## src/rtl/db_mv_pkg.sv

```systemverilog
// db_mv_pkg: constants and types shared by the deblocking top-MV line-buffer
// controller and its bench.
//   MV_WIDTH / MV_NUM / MV_IDX_W : stored MV word width, words per LCU, log2.
//   state_e                      : controller FSM states.
//   MEM_ENA / MEM_DIS            : active-low RAM enable levels.
//   mv_vec_t                     : one LCU worth of MVs, entry k = [k].
package db_mv_pkg;
  localparam int MV_WIDTH = 20;
  localparam int MV_NUM   = 8;
  localparam int MV_IDX_W = 3;

  typedef enum logic [2:0] {
    ST_IDLE,
    ST_RD,
    ST_RD_WAIT,
    ST_WR,
    ST_DONE
  } state_e;

  localparam logic MEM_ENA = 1'b0;
  localparam logic MEM_DIS = 1'b1;

  typedef logic [MV_NUM-1:0][MV_WIDTH-1:0] mv_vec_t;
endpackage

```

## src/rtl/db_mv_top_ctrl.sv

```systemverilog
// db_mv_top_ctrl: per-LCU controller for the deblocking top-MV line buffer.
// For each LCU it reads the eight top-neighbour MVs left by the LCU row above
// (entries {lcu_x, 0..7}) and then overwrites them with this LCU's bottom-row
// MVs for the next row. Drives every port of the single-port MV RAM.
//
// Ports:
//   clk, rst          clock, synchronous active-high reset
//   start_i           one-cycle LCU start, ignored while busy_o
//   lcu_x_i           LCU column index (sampled with start_i)
//   first_row_i       picture row 0, no top neighbour: skip the read phase
//   last_row_i        (DB_MV_LAST_ROW_SKIP_EN only) skip the write phase
//   bot_mv_i          bottom-row MVs, entry k at [k*20 +: 20]
//   busy_o, done_o    operation in progress / one-cycle completion pulse
//   top_vld_o         top_mv_o holds neighbour data for the current LCU
//   top_mv_o          fetched top MVs, same packing as bot_mv_i
//   mem_*             RAM address, active-low rd/wr enables, write data,
//                     read data (valid the cycle after the read)
//
// Optional build macro: DB_MV_LAST_ROW_SKIP_EN adds last_row_i.
module db_mv_top_ctrl
  import db_mv_pkg::*;
#(
  parameter int PIC_X_WIDTH = 6
) (
  input  logic                          clk,
  input  logic                          rst,
  input  logic                          start_i,
  input  logic [PIC_X_WIDTH-1:0]        lcu_x_i,
  input  logic                          first_row_i,
`ifdef DB_MV_LAST_ROW_SKIP_EN
  input  logic                          last_row_i,
`endif
  input  logic [MV_NUM*MV_WIDTH-1:0]    bot_mv_i,
  output logic                          busy_o,
  output logic                          done_o,
  output logic                          top_vld_o,
  output logic [MV_NUM*MV_WIDTH-1:0]    top_mv_o,
  output logic [PIC_X_WIDTH+MV_IDX_W-1:0] mem_adr_o,
  output logic                          mem_rd_ena_o,
  output logic                          mem_wr_ena_o,
  output logic [MV_WIDTH-1:0]           mem_wr_dat_o,
  input  logic [MV_WIDTH-1:0]           mem_rd_dat_i
);

  localparam logic [MV_IDX_W-1:0] CNT_LAST = MV_IDX_W'(MV_NUM - 1);

  state_e                 state_q, state_d;
  logic [MV_IDX_W-1:0]    cnt_q, cnt_d;
  logic [PIC_X_WIDTH-1:0] lcu_x_q, lcu_x_d;
  mv_vec_t                bot_mv_q, bot_mv_d;
  mv_vec_t                top_mv_q, top_mv_d;
  logic                   top_vld_q, top_vld_d;
  logic [MV_IDX_W-1:0]    rd_slot;
  logic                   skip_new;   // skip writes for the LCU being started
  logic                   skip_cur;   // skip writes for the LCU in flight

`ifdef DB_MV_LAST_ROW_SKIP_EN
  logic last_row_q, last_row_d;

  always_comb begin
    last_row_d = last_row_q;
    if (state_q == ST_IDLE && start_i) last_row_d = last_row_i;
  end

  always_ff @(posedge clk) begin
    if (rst) last_row_q <= 1'b0;
    else     last_row_q <= last_row_d;
  end

  assign skip_new = last_row_i;
  assign skip_cur = last_row_q;
`else
  assign skip_new = 1'b0;
  assign skip_cur = 1'b0;
`endif

  // Read data lags its address by one cycle, so the word landing now belongs
  // to the previous count.
  assign rd_slot = cnt_q - MV_IDX_W'(1);

  always_comb begin
    state_d   = state_q;
    cnt_d     = cnt_q;
    lcu_x_d   = lcu_x_q;
    bot_mv_d  = bot_mv_q;
    top_mv_d  = top_mv_q;
    top_vld_d = top_vld_q;
    case (state_q)
      ST_IDLE: begin
        if (start_i) begin
          lcu_x_d   = lcu_x_i;
          bot_mv_d  = bot_mv_i;
          top_mv_d  = '0;
          top_vld_d = 1'b0;
          cnt_d     = '0;
          // first_row only steers this transition, so it is not stored.
          if (!first_row_i)  state_d = ST_RD;
          else if (skip_new) state_d = ST_DONE;
          else               state_d = ST_WR;
        end
      end
      ST_RD: begin
        if (cnt_q != '0) top_mv_d[rd_slot] = mem_rd_dat_i;
        cnt_d = cnt_q + MV_IDX_W'(1);
        if (cnt_q == CNT_LAST) state_d = ST_RD_WAIT;
      end
      ST_RD_WAIT: begin
        top_mv_d[CNT_LAST] = mem_rd_dat_i;
        top_vld_d          = 1'b1;
        cnt_d              = '0;
        state_d            = skip_cur ? ST_DONE : ST_WR;
      end
      ST_WR: begin
        cnt_d = cnt_q + MV_IDX_W'(1);
        if (cnt_q == CNT_LAST) state_d = ST_DONE;
      end
      ST_DONE: state_d = ST_IDLE;
      default: state_d = ST_IDLE;
    endcase
  end

  always_ff @(posedge clk) begin
    if (rst) begin
      state_q   <= ST_IDLE;
      cnt_q     <= '0;
      lcu_x_q   <= '0;
      bot_mv_q  <= '0;
      top_mv_q  <= '0;
      top_vld_q <= 1'b0;
    end else begin
      state_q   <= state_d;
      cnt_q     <= cnt_d;
      lcu_x_q   <= lcu_x_d;
      bot_mv_q  <= bot_mv_d;
      top_mv_q  <= top_mv_d;
      top_vld_q <= top_vld_d;
    end
  end

  // RAM controls decode straight from state so a reset drops them at once.
  assign busy_o       = (state_q != ST_IDLE);
  assign done_o       = (state_q == ST_DONE);
  assign top_vld_o    = top_vld_q;
  assign top_mv_o     = top_mv_q;
  assign mem_adr_o    = {lcu_x_q, cnt_q};
  assign mem_rd_ena_o = (state_q == ST_RD) ? MEM_ENA : MEM_DIS;
  assign mem_wr_ena_o = (state_q == ST_WR) ? MEM_ENA : MEM_DIS;
  assign mem_wr_dat_o = (state_q == ST_WR) ? bot_mv_q[cnt_q] : '0;

endmodule

```

## config.mk

```make
export PLATFORM = sky130hd
export DESIGN_NAME = db_mv_top_ctrl
export DESIGN_NICKNAME = d
export VERILOG_FILES = /design/src/rtl/db_mv_pkg.sv /design/src/rtl/db_mv_top_ctrl.sv
export SDC_FILE = /design/constraint.sdc
export NUM_CORES = 1
export LEC_CHECK = 0
export ABC_AREA = 1
export BUFFER_PORTS_ARGS = -buffer_cell sky130_fd_sc_hd__buf_2
export CAP_MARGIN = 20
export CORE_ASPECT_RATIO = 1.75
export CORE_MARGIN = 1
export CORE_UTILIZATION = 30
export DETAILED_ROUTE_END_ITERATION = 10
export GPL_TIMING_DRIVEN = 0
export HOLD_SLACK_MARGIN = 0.1
export SLEW_MARGIN = 20
export SYNTH_ARGS = -nofsm -noshare
export SYNTH_HDL_FRONTEND = slang
export SYNTH_SLANG_ARGS = --single-unit
```

## constraint.sdc

```tcl
create_clock -name clk -period 1.8 [get_ports clk]
set_input_delay 0.45 -clock clk [delete_from_list [all_inputs] [get_ports clk]]
set_output_delay 0.45 -clock clk [all_outputs]
set_load 0.03 [all_outputs]
```

### After elaboration in Yosys (flattened, before gate mapping)

Cells that the tools add are included.

* bits in registers: 333
* input bits: 190
* output and inout bits: 194
* word-level logic and storage cells: 70

* $add $sub $neg: 2
* magnitude comparators: 3
* equality and inequality tests: 9
* mux-type cells: 21
* reduce and logical (&&, ||, !) cells: 15

Operators by type and width (number)
* $mux 160: 2
* $pmux 140 s2: 1
* $bwmux 160: 1
* $bmux 20 s3: 1
* $demux 20 s3: 1
* $mux 20: 3
* $pmux 20 s3: 1
* $mux 3: 4
* $pmux 3 s4: 1
* $reduce_bool 3->1: 4
* $pmux 3 s3: 1
* $reduce_and 3->1: 3
* $lt 3x4->1 const B: 2
* $ne 2x2->1 const B: 4
* $eq 3x2->1 const B: 2
* $eq 3x3->1 const B: 2
* $reduce_and 2->1: 3
* $reduce_bool 2->1: 2
* $add 3x1->3 const B: 1
* $eq 3x1->1 const B: 1
* $ge 3x1->1 const B: 1
* $logic_not 3->1: 1
* $mux 1: 3
* $sub 3x1->3 const B: 1
* other kinds (4): 4

### Depth between registers and ports, before layout

Gate-level depths: netlist (run 1).

* depth after elaboration: 8
* depth in mapped cells: 14

### Least setup slack after synthesis (run 1)

Ideal clock, no wire load.

* path type: register to register
* start point: register cnt_q[0]
* end point: register top_mv_q (netlist bit top_mv_o[154])
* arrival time: 2.188 ns
* data required time: 1.727 ns
* path slack: -0.460 ns
* cell stages (with the launch flop): 12
* buffers on the path: 4
* path through: dfxtp_1 -> buf_2 -> inv_1 -> buf_4 -> clkbuf_1 -> ha_1 -> inv_1 -> nand4_1 -> o21ai_1 -> buf_4 -> nand2_1 -> a21oi_1

* cells in the longest elaborated chain, start to end: 8

RTL lines
* start, declared: line db_mv_top_ctrl.sv:48 `logic [MV_IDX_W-1:0] cnt_q, cnt_d;`
* start signal, assigned: line db_mv_top_ctrl.sv:132 `cnt_q <= cnt_d;`
* $sub 3x1->3: line db_mv_top_ctrl.sv:79 `assign rd_slot = cnt_q - MV_IDX_W'(1);`
* $lt 3x4->1 (not written as such) or $ge 3x1->1 (tied branches): line db_mv_top_ctrl.sv:103 `if (cnt_q != '0) top_mv_d[rd_slot] = mem_rd_dat_i;`
* $logic_and 1x1->1 (not written as such): line db_mv_top_ctrl.sv:103
* $mux 20 (not written as such): line db_mv_top_ctrl.sv:103
* $demux 20 s3: line db_mv_top_ctrl.sv:103
* $bwmux 160: line db_mv_top_ctrl.sv:103
* $mux 160: line db_mv_top_ctrl.sv:103
* $pmux 20 s3: line db_mv_top_ctrl.sv:88 `case (state_q)`
* end signal, assigned: line db_mv_top_ctrl.sv:135 `top_mv_q <= top_mv_d;`
* end, declared: line db_mv_top_ctrl.sv:51 `mv_vec_t top_mv_q, top_mv_d;`

Several ways; a longest one is shown, not always the timed one. The select of a mux whose other input is x is not followed.
A chain may end at the register's enable or synchronous reset.

### Final worst setup path (run 1)

* start point: register cnt_q[0]
* end point: output port mem_wr_dat_o[15]

* cells in the longest elaborated chain, start to end: 3

RTL lines
* $bmux 20 s3: line db_mv_top_ctrl.sv:148 `assign mem_wr_dat_o = (state_q == ST_WR) ? bot_mv_q[cnt_q] : '0;`
* $mux 20 (not written as such): line db_mv_top_ctrl.sv:148
* $mux 20: line db_mv_top_ctrl.sv:148
* end, declared: line db_mv_top_ctrl.sv:41 `output logic [MV_WIDTH-1:0] mem_wr_dat_o,`

No other way between the ends. The select of a mux whose other input is x is not followed.

==> flow_summary.toml, run 1 <==
[outcome]
status = "finished, violations left"
violations = "setup timing"

[grt]
grt_max_degree = 15
grt_pass1_wl_um = 87400
grt_usage_pct = 23.6
grt_pass1_vias = 14517
gr-total-overflow = 0
antenna_found_initial = 1

[cells_and_area]
fillerInstances = 4623
fin_util_pct = 46.4
synthToLayoutAreaGrowth_pct = 52.1
nets = 2517
final_common_cell = "buf_2"
final_cell_mix = "buf_2 (367), dfxtp_1 (327), a21oi_2 (180)"
drive_gt1_share_pct = 52.7

[hold_path]
hold_depth = 3
hold_path_end = "bot_mv_q[126]"
hp-start = "bot_mv_i[126]"
hp-class = "in -> reg"

[sta]
final.setup.worst_slack_ns = -0.700
tightest_slew_ns = 0.991
fmax_ghz = 0.400
setup_viol = 185
hold_viol = 0
fin_crit_ns = 2.50
finClkSkew_ns = 0.0234
drv_slew = 0
slew_headroom_pct = 34.0
rsz0062_at_grt = "true"
post-route-period-util_pct = 139
tns_ns = -83.31
whs_ns = 0.131

[placed_design]
numPortBuffers = 382
hpwl_um = 46700
gp_congestion = 0.944

[die]
core.rowCount = 106
die_w_um = 169
core-area_mm2 = 0.0479
io_pins = 384
design.die.area_mm2 = 0.0496
initial_core_util_pct = 30.5
die_h_um = 294

[critical_path]
r2r_start = "cnt_q[0]"
cp.arrival_ns = 2.05
reg2reg_to = "top_mv_o[155]"
worst_setup_path_start_kind = "flop"
r2r_slack_ns = -0.54
path_max_fanout = 8
reg2reg_depth = 11
critPathRequiredTime_ns = 1.35
path_class = "reg -> out"
endpoint_kind = "output port"

[logic_synthesis]
synth_warnings = 0
synth-seq-cells = 333
synthCells = 1854
syn-mean-instance-area_um2 = 7.88
yosysSeqAreaShare_pct = 45.6
ys_types = 29
mappedNetlistArea_mm2 = 0.0146
syn_nets = 2048

[routing]
drtPass1Iterations = 5
drt-wirelength-per-cell_um = 20.9
vias = 14528
highest_layer = "met4"
drc = 0
drt-met1-wl_um = 21100
wl_met3_um = 3020
routed_via_density = 4.85
wl_met2_um = 34400
ant_nets = 0
drt-total-wl_um = 62800
drtIter0Drc = 718

[clocking]
root_buffer = "clkbuf_16"
clock_sinks = 333
clock_latency_ns = 0.54
clkTransAtPathRegs_ns = 0.07
clockBufferDepth = 3
cts_made_buffers = 34
h-tree-depth = 2
cts_tree = "done"

[pwr]
ir_drop_uv = 857
p_leak_uw = 0.00960
powerDensity_mw_per_mm2 = 1230

[job]
maxCapViolCount = 0
critical path, cell delays in order (launching register included):
cell	delay [ns]
dfxtp_4	0.45
inv_4	0.06
buf_12	0.15
clkbuf_16	0.16
a21oi_4	0.14
o21ai_4	0.09
nand3_4	0.13
and3_4	0.19
buf_6	0.13
kinds of logic (layout without fill, tap and decap cells):
group	count (synthesis)	count (layout)	share of synthesized area (%)
and+or+nand+nor	686	686	22.0
other	0	1	0
DFF	333	333	45.6
buffers and inverters	272	767	8.97
AOI/OAI and AO/OA	559	559	23.0
adders and majority gates	4	4	0.342
repair_timing:
| action | 4_1_cts | 5_1_grt |
|---|---|---|
| hold buffers | 0 | 0 |
| gates cloned | 6 | 18 |
| setup endpoints to repair | 193 | 349 |
| setup buffers | 16 | 13 |
| gates resized for setup | 308 | 573 |
| pin swaps | 37 | 171 |
synthesized netlist by cell type:
master / n / area share [%]
dfxtp_1: 333 / 46
nand2_2: 1 / 0.043
nand3_2: 1 / 0.068
o21ai_1: 56 / 1.9
nand4_1: 4 / 0.17
buf_12: 4 / 0.55
nor2_8: 21 / 2.9
nand2_4: 22 / 1.7
buf_1: 3 / 0.077
inv_1: 122 / 3.1
nand2_1: 366 / 9.4
nor3_1: 2 / 0.068
clkbuf_1: 61 / 1.6
o211ai_1: 20 / 1.0
nor2_2: 1 / 0.043
nor2_1: 200 / 5.1
inv_6: 1 / 0.060
nor2_4: 1 / 0.077
o21ai_0: 175 / 6.0
buf_2: 53 / 1.8
buf_6: 15 / 1.2
buf_4: 11 / 0.57
a21oi_1: 170 / 5.8
ha_1: 4 / 0.34
nand3_1: 47 / 1.6
o21ai_2: 1 / 0.060
inv_2: 2 / 0.051
and3_1: 20 / 0.86
a21oi_2: 137 / 8.2
layer usage:
metal  up-vias  track usage [%]
met2       526             46.2
met5         -                0
met3       157             3.74
met4         0             14.8
li1       6997                -
met1      6848             22.4
worst max-delay path by stage:
stage,slack (ns),cells after the start,to,startpoint
floorplan,-0.06,13,top_mv_o[0],cnt_q[0]
global placement,-0.76,8,mem_wr_dat_o[11],cnt_q[0]
detailed placement,-0.78,8,mem_wr_dat_o[11],cnt_q[0]
CTS,-0.73,7,mem_wr_dat_o[17],cnt_q[0]
global route,-0.74,8,mem_wr_dat_o[11],cnt_q[0]
finish,-0.70,8,mem_wr_dat_o[15],cnt_q[0]
through the flow:
step,setup slack (ns),cells,instance area (µm²),total power (µW)
after floorplan,-0.0595,1854,14900,13400
after global placement,-0.761,2884,17700,15800
after detailed placement,-0.783,2884,17700,15900
after CTS,-0.727,2967,20000,24800
after global routing,-0.743,2997,22200,28300
final,-0.700,2998,22200,27300
where the power goes:
part / leakage, µW / internal [µW] / total [µW] / switching [µW]
combinational: 0.00630 / 4180 / 11100 / 6900
clock: 0.000575 / 4400 / 7640 / 3230
sequential: 0.00272 / 8190 / 8620 / 434
total: 0.00960 / 16800 / 27300 / 10600
sequential cells by signal, indices dropped and copies added, names as in the netlist:
register,flops
bot_mv_q,160
top_mv_o,160
lcu_x_q,6
cnt_q,3
state_q,3
top_vld_o,1
final cells by class:
cell class	instances	area, µm²	share of cell area, %
well taps	648	811	3.65
diodes	1	2.50	0.0113
multi-input cells	1249	8870	39.9
inverters	125	495	2.23
flip-flops and latches	333	6690	30.1
clock buffers	47	971	4.37
repair buffers	435	2800	12.6
plain buffers	145	1390	6.25
clock inverters	15	209	0.940
(Power assumes the default switching activity.)
==> run 2, diff against run 1 <==
--- a/config.mk
+++ b/config.mk
@@ -11,6 +11,7 @@
 export CORE_ASPECT_RATIO = 1.75
 export CORE_MARGIN = 1
 export CORE_UTILIZATION = 30
+export CTS_BUF_LIST = sky130_fd_sc_hd__clkbuf_16
 export DETAILED_ROUTE_END_ITERATION = 10
 export GPL_TIMING_DRIVEN = 0
 export HOLD_SLACK_MARGIN = 0.1
==> flow_summary.toml, run 2 (synthesis results as in run 1) <==
[clocking]
clockBufferDepth = 3
cts_tree = "done"
cts_made_buffers = 34
clock_latency_ns = 0.54
ctsHoldBuffers = 0
root_buffer = "clkbuf_16"
clock_sinks = 333
h-tree-depth = 2
clkTransAtPathRegs_ns = 0.06

[cells_and_area]
final_area_mm2 = 0.0227
final_cell_mix = "buf_2 (366), dfxtp_1 (327), nand2_2 (187), a21oi_2 (187), nor2_1 (141)"
final_common_cell = "buf_2"
synthToLayoutAreaGrowth_pct = 55.4
fin_util_pct = 47.5
drive_gt1_share_pct = 56.4
fillerInstances = 4565
nets = 2521

[sta]
finClkSkew_ns = 0.0222
post-route-period-util_pct = 140
rsz0062_at_grt = "true"
fmax_ghz = 0.397
whs_ns = 0.139
fin_crit_ns = 2.52
tightest_slew_ns = 1.02
final.setup.worst_slack_ns = -0.717
slew_headroom_pct = 31.7
drv_slew = 0
hold_viol = 0
setup_viol = 329

[pwr]
powerDensity_mw_per_mm2 = 1210
finalPower_uw = 27600
p_leak_uw = 0.00972
ir_drop_uv = 878
swShare_pct = 38.9
combPwrFrac_pct = 42.0
p_sw_uw = 10700
cell_internal_pwr_uw = 16900
seqPwrFrac_pct = 31.3
clkPwrFrac_pct = 26.7

[critical_path]
cpMaxStageDelayCell = "dfxtp_4"
r2r_slack_ns = -0.54
path_max_fanout = 10
endpoint_kind = "output port"
critPathRequiredTime_ns = 1.35
slowest_delay_ns = 0.45
path_class = "reg -> out"
cpMostUsedCell = "buf_12"
cp.arrival_ns = 2.07
worstPathCellList = "buf_12, buf_12, a21oi_1, o21ai_1, nand3_1, and3_4, buf_6"
worst_setup_path_start_kind = "flop"

[outcome]
status = "finished, violations left"
violations = "setup timing"

[hold_path]
hp-class = "in -> reg"

[routing]
routed_via_density = 4.84
wl_met2_um = 34600
drt-wirelength-per-cell_um = 20.9
wl_met3_um = 2760
drt-total-wl_um = 62800
drt-met1-wl_um = 21200
vias = 14533
drc = 0
ant_nets = 0
highest_layer = "met4"
drtPass1Iterations = 5
drtIter0Drc = 675

[die]
core.rowCount = 106
io_pins = 384
die_w_um = 169
die_h_um = 294
design.die.area_mm2 = 0.0496
initial_core_util_pct = 30.5
core-area_mm2 = 0.0479

[placed_design]
gp_congestion = 0.944
numPortBuffers = 382
hpwl_um = 46700
place_area_mm2 = 0.0177

[job]
maxCapViolCount = 0

[grt]
gr-total-overflow = 0
grt_max_degree = 15
antenna_found_initial = 1
grt_usage_pct = 23.6
grt_pass1_vias = 14570
grt_pass1_wl_um = 87600
==> run 2: cell count changes in the layout (fill, tap and decap cells not counted), moves of 9 or more <==
cell and delta:
buf_12 +13, o21ai_0 -9, o21ai_2 +32, nand2_2 +31, buf_6 -10, o21ai_4 +11
inv_1 +11, o21ai_1 -34, clkbuf_1 -9, nor2_1 -35, nand2_4 -22, nor2_2 +28
==> run 2: metal layers <==
layer | up-vias | global-route usage [%]
met5 | - | 0
met4 | 0 | 14.7
met3 | 149 | 3.70
met2 | 459 | 46.4
met1 | 6916 | 22.4
li1 | 7009 | -
==> run 2: worst max-delay path: cells and delay by family (launching register included) <==
| kind | cells | cell delay [ns] |
|---|---|---|
| simple gates | 2 | 0.38 |
| flops | 1 | 0.45 |
| compound gates | 2 | 0.22 |
| buf+inv | 3 | 0.46 |
==> run 2: cell type report <==
| type | instances | area (µm²) | share of cell area (%) |
|---|---|---|---|
| multi-input combinational | 1249 | 9150 | 40.3 |
| sequential | 333 | 6680 | 29.4 |
| timing repair buffer | 439 | 2890 | 12.7 |
| buffer | 145 | 1550 | 6.84 |
| clock buffer | 35 | 876 | 3.86 |
| tap | 648 | 811 | 3.57 |
| inverter | 125 | 497 | 2.19 |
| clock inverter | 27 | 254 | 1.12 |
| antenna | 1 | 2.50 | 0.0110 |
==> run 2: per-stage QoR <==
stage	worst slack, ns	setup TNS, ns	std cells
CTS	-0.727	-82.63	2968
global placement	-0.761	-90.37	2884
finish	-0.717	-88.42	3002
floorplan	-0.0595	-6.39	1854
detailed placement	-0.783	-95.24	2884
global route	-0.746	-109.15	3001
==> run 2: power groups by stage <==
stage / Clock, µW / Sequential [µW] / Combinational, µW
2_1_floorplan: 0 / 8870 / 4500
3_3_place_gp: 0 / 8640 / 7120
3_5_place_dp: 0 / 8670 / 7180
4_1_cts: 7500 / 8560 / 8470
5_1_grt: 7730 / 8700 / 12200
6_report: 7380 / 8630 / 11600
==> run 2: timing repair <==
action                                  CTS  global route
endpoints found under the setup margin  193           349
cloned                                    7            20
setup buffers                            16            15
pin swaps                                46           217
resized for setup                       296           731
==> run 2: worst paths after layout <==
path | from | cells past startpoint | end
setup / recovery | cnt_q[0] | 7 | mem_wr_dat_o[8]
hold / removal | bot_mv_i[121] | 3 | bot_mv_q[121]
setup reg to reg | cnt_q[0] | 11 | top_mv_o[155]
hold reg to reg | bot_mv_q[143] | 2 | bot_mv_q[143]
==> run 3, diff against run 2 <==
--- a/config.mk
+++ b/config.mk
@@ -13,7 +13,6 @@
 export CORE_UTILIZATION = 30
 export CTS_BUF_LIST = sky130_fd_sc_hd__clkbuf_16
 export DETAILED_ROUTE_END_ITERATION = 10
-export GPL_TIMING_DRIVEN = 0
 export HOLD_SLACK_MARGIN = 0.1
 export SLEW_MARGIN = 20
 export SYNTH_ARGS = -nofsm -noshare
==> flow_summary.toml, run 3 (synthesis results as in run 1) <==
[critical_path]
endpoint_kind = "output port"
cp.arrival_ns = 1.97
path_class = "reg -> out"
critPathRequiredTime_ns = 1.35
worst_setup_path_start_kind = "flop"
path_max_fanout = 6

[routing]
ant_nets = 0
drt-wirelength-per-cell_um = 19.6
routed_via_density = 4.79
drt-total-wl_um = 57200
drc = 0
drtPass1Iterations = 7
drtIter0Drc = 826
vias = 13994

[job]
maxCapViolCount = 0

[cells_and_area]
fillerInstances = 4694
drive_gt1_share_pct = 43.3
synthToLayoutAreaGrowth_pct = 42.6
final_area_mm2 = 0.0208
final_cell_mix = "buf_2 (355), dfxtp_1 (327), nand2_1 (215)"
nets = 2448
num_antenna_cells = 0
final_common_cell = "buf_2"

[clocking]
root_buffer = "clkbuf_16"
clock_latency_ns = 0.53
clock_sinks = 333
cts_tree = "done"
clockBufferDepth = 3
clkTransAtPathRegs_ns = 0.07
h-tree-depth = 2
ctsHoldBuffers = 0
cts_made_buffers = 34

[die]
design.die.area_mm2 = 0.0496
die_h_um = 294
initial_core_util_pct = 30.5
core-area_mm2 = 0.0479
die_w_um = 169
io_pins = 384
core.rowCount = 106

[sta]
tns_ns = -31.03
post-route-period-util_pct = 134
final.setup.worst_slack_ns = -0.619
whs_ns = 0.141
fmax_ghz = 0.413
drv_slew = 0
slew_headroom_pct = 55.8
finClkSkew_ns = 0.0206
setup_viol = 189
hold_viol = 0
fin_crit_ns = 2.42
rsz0062_at_grt = "true"
tightest_slew_ns = 0.663

[grt]
grt_usage_pct = 22.4
antenna_found_initial = 2
gr-total-overflow = 0
grt_pass1_vias = 14186
grt_max_degree = 93
grt_pass1_wl_um = 83800

[pwr]
p_leak_uw = 0.00891
powerDensity_mw_per_mm2 = 1220
finalPower_uw = 25400
ir_drop_uv = 773

[placed_design]
place_area_mm2 = 0.0179
numPortBuffers = 383
gp_congestion = 0.919
dpl_worst_slack_ns = -0.219
hpwl_um = 40800

[hold_path]
hp-class = "in -> reg"

[outcome]
status = "finished, violations left"
violations = "setup timing"
## run 3: cell types whose count changed in the layout (fill, tap and decap cells not counted), moves of 23 or more
cell / previous run / this run
buf_6: 65 / 39
a21oi_1: 108 / 152
nand2_2: 187 / 117
clkbuf_1: 36 / 0
o21ai_1: 36 / 85
buf_8: 31 / 8
nor2_2: 48 / 1
nor2_1: 141 / 198
a21oi_2: 187 / 153
nand2_4: 100 / 52
o21ai_0: 105 / 138
o21ai_2: 69 / 8
nand2_1: 96 / 215
## run 3: worst max-delay path: stages, from the launching register on
cell and delay (ns):
dfxtp_4 0.39, buf_12 0.16, clkbuf_16 0.16, o211ai_1 0.25, nand3_1 0.15, and3_4 0.20, buf_6 0.13
## run 3: stage by stage
stage | cells | util [%]
finish | 2922 | 43.5
global route | 2922 | 43.5
CTS | 2912 | 42.4
detailed placement | 2826 | 37.3
global placement | 2826 | 37.3
floorplan | 1854 | -
## run 3: cell type report
class / instances / area, µm² / share of cell area [%]
multi-input combinational: 1249 / 7660 / 36.8
sequential: 333 / 6690 / 32.1
timing repair buffer: 511 / 4060 / 19.5
clock buffer: 35 / 876 / 4.20
tap: 648 / 811 / 3.89
inverter: 125 / 509 / 2.44
clock inverter: 21 / 225 / 1.08
## run 3: final timing paths
kind              slack, ns               end          start  depth (start not counted)
setup / recovery      -0.62  mem_wr_dat_o[13]       cnt_q[0]                          6
hold / removal         0.14      bot_mv_q[66]   bot_mv_i[66]                          3
setup reg to reg      -0.19      top_mv_o[13]       cnt_q[0]                         14
hold reg to reg        0.45     bot_mv_q[109]  bot_mv_q[109]                          2
## run 3: what timing repair did
action                     in CTS  in global routing
gates cloned                   14                  6
setup endpoints to repair     177                190
pin swaps                      45                 29
gates resized for setup       275                114
buffers inserted               16                  7
## run 3: metal layers
layer | part of all wire (%) | vias up | track usage, %
met5 | 0.030 | - | 0
met3 | 5.4 | 138 | 3.86
met4 | 5.5 | 2 | 12.0
met1 | 34 | 6498 | 22.2
met2 | 55 | 515 | 43.5
li1 | - | 6841 | -
## run 3: power by group
| part | leakage, µW | switching [µW] | internal [µW] |
|---|---|---|---|
| registers | 0.00272 | 418 | 8190 |
| clock network | 0.000554 | 2980 | 4230 |
| logic | 0.00563 | 5810 | 3750 |
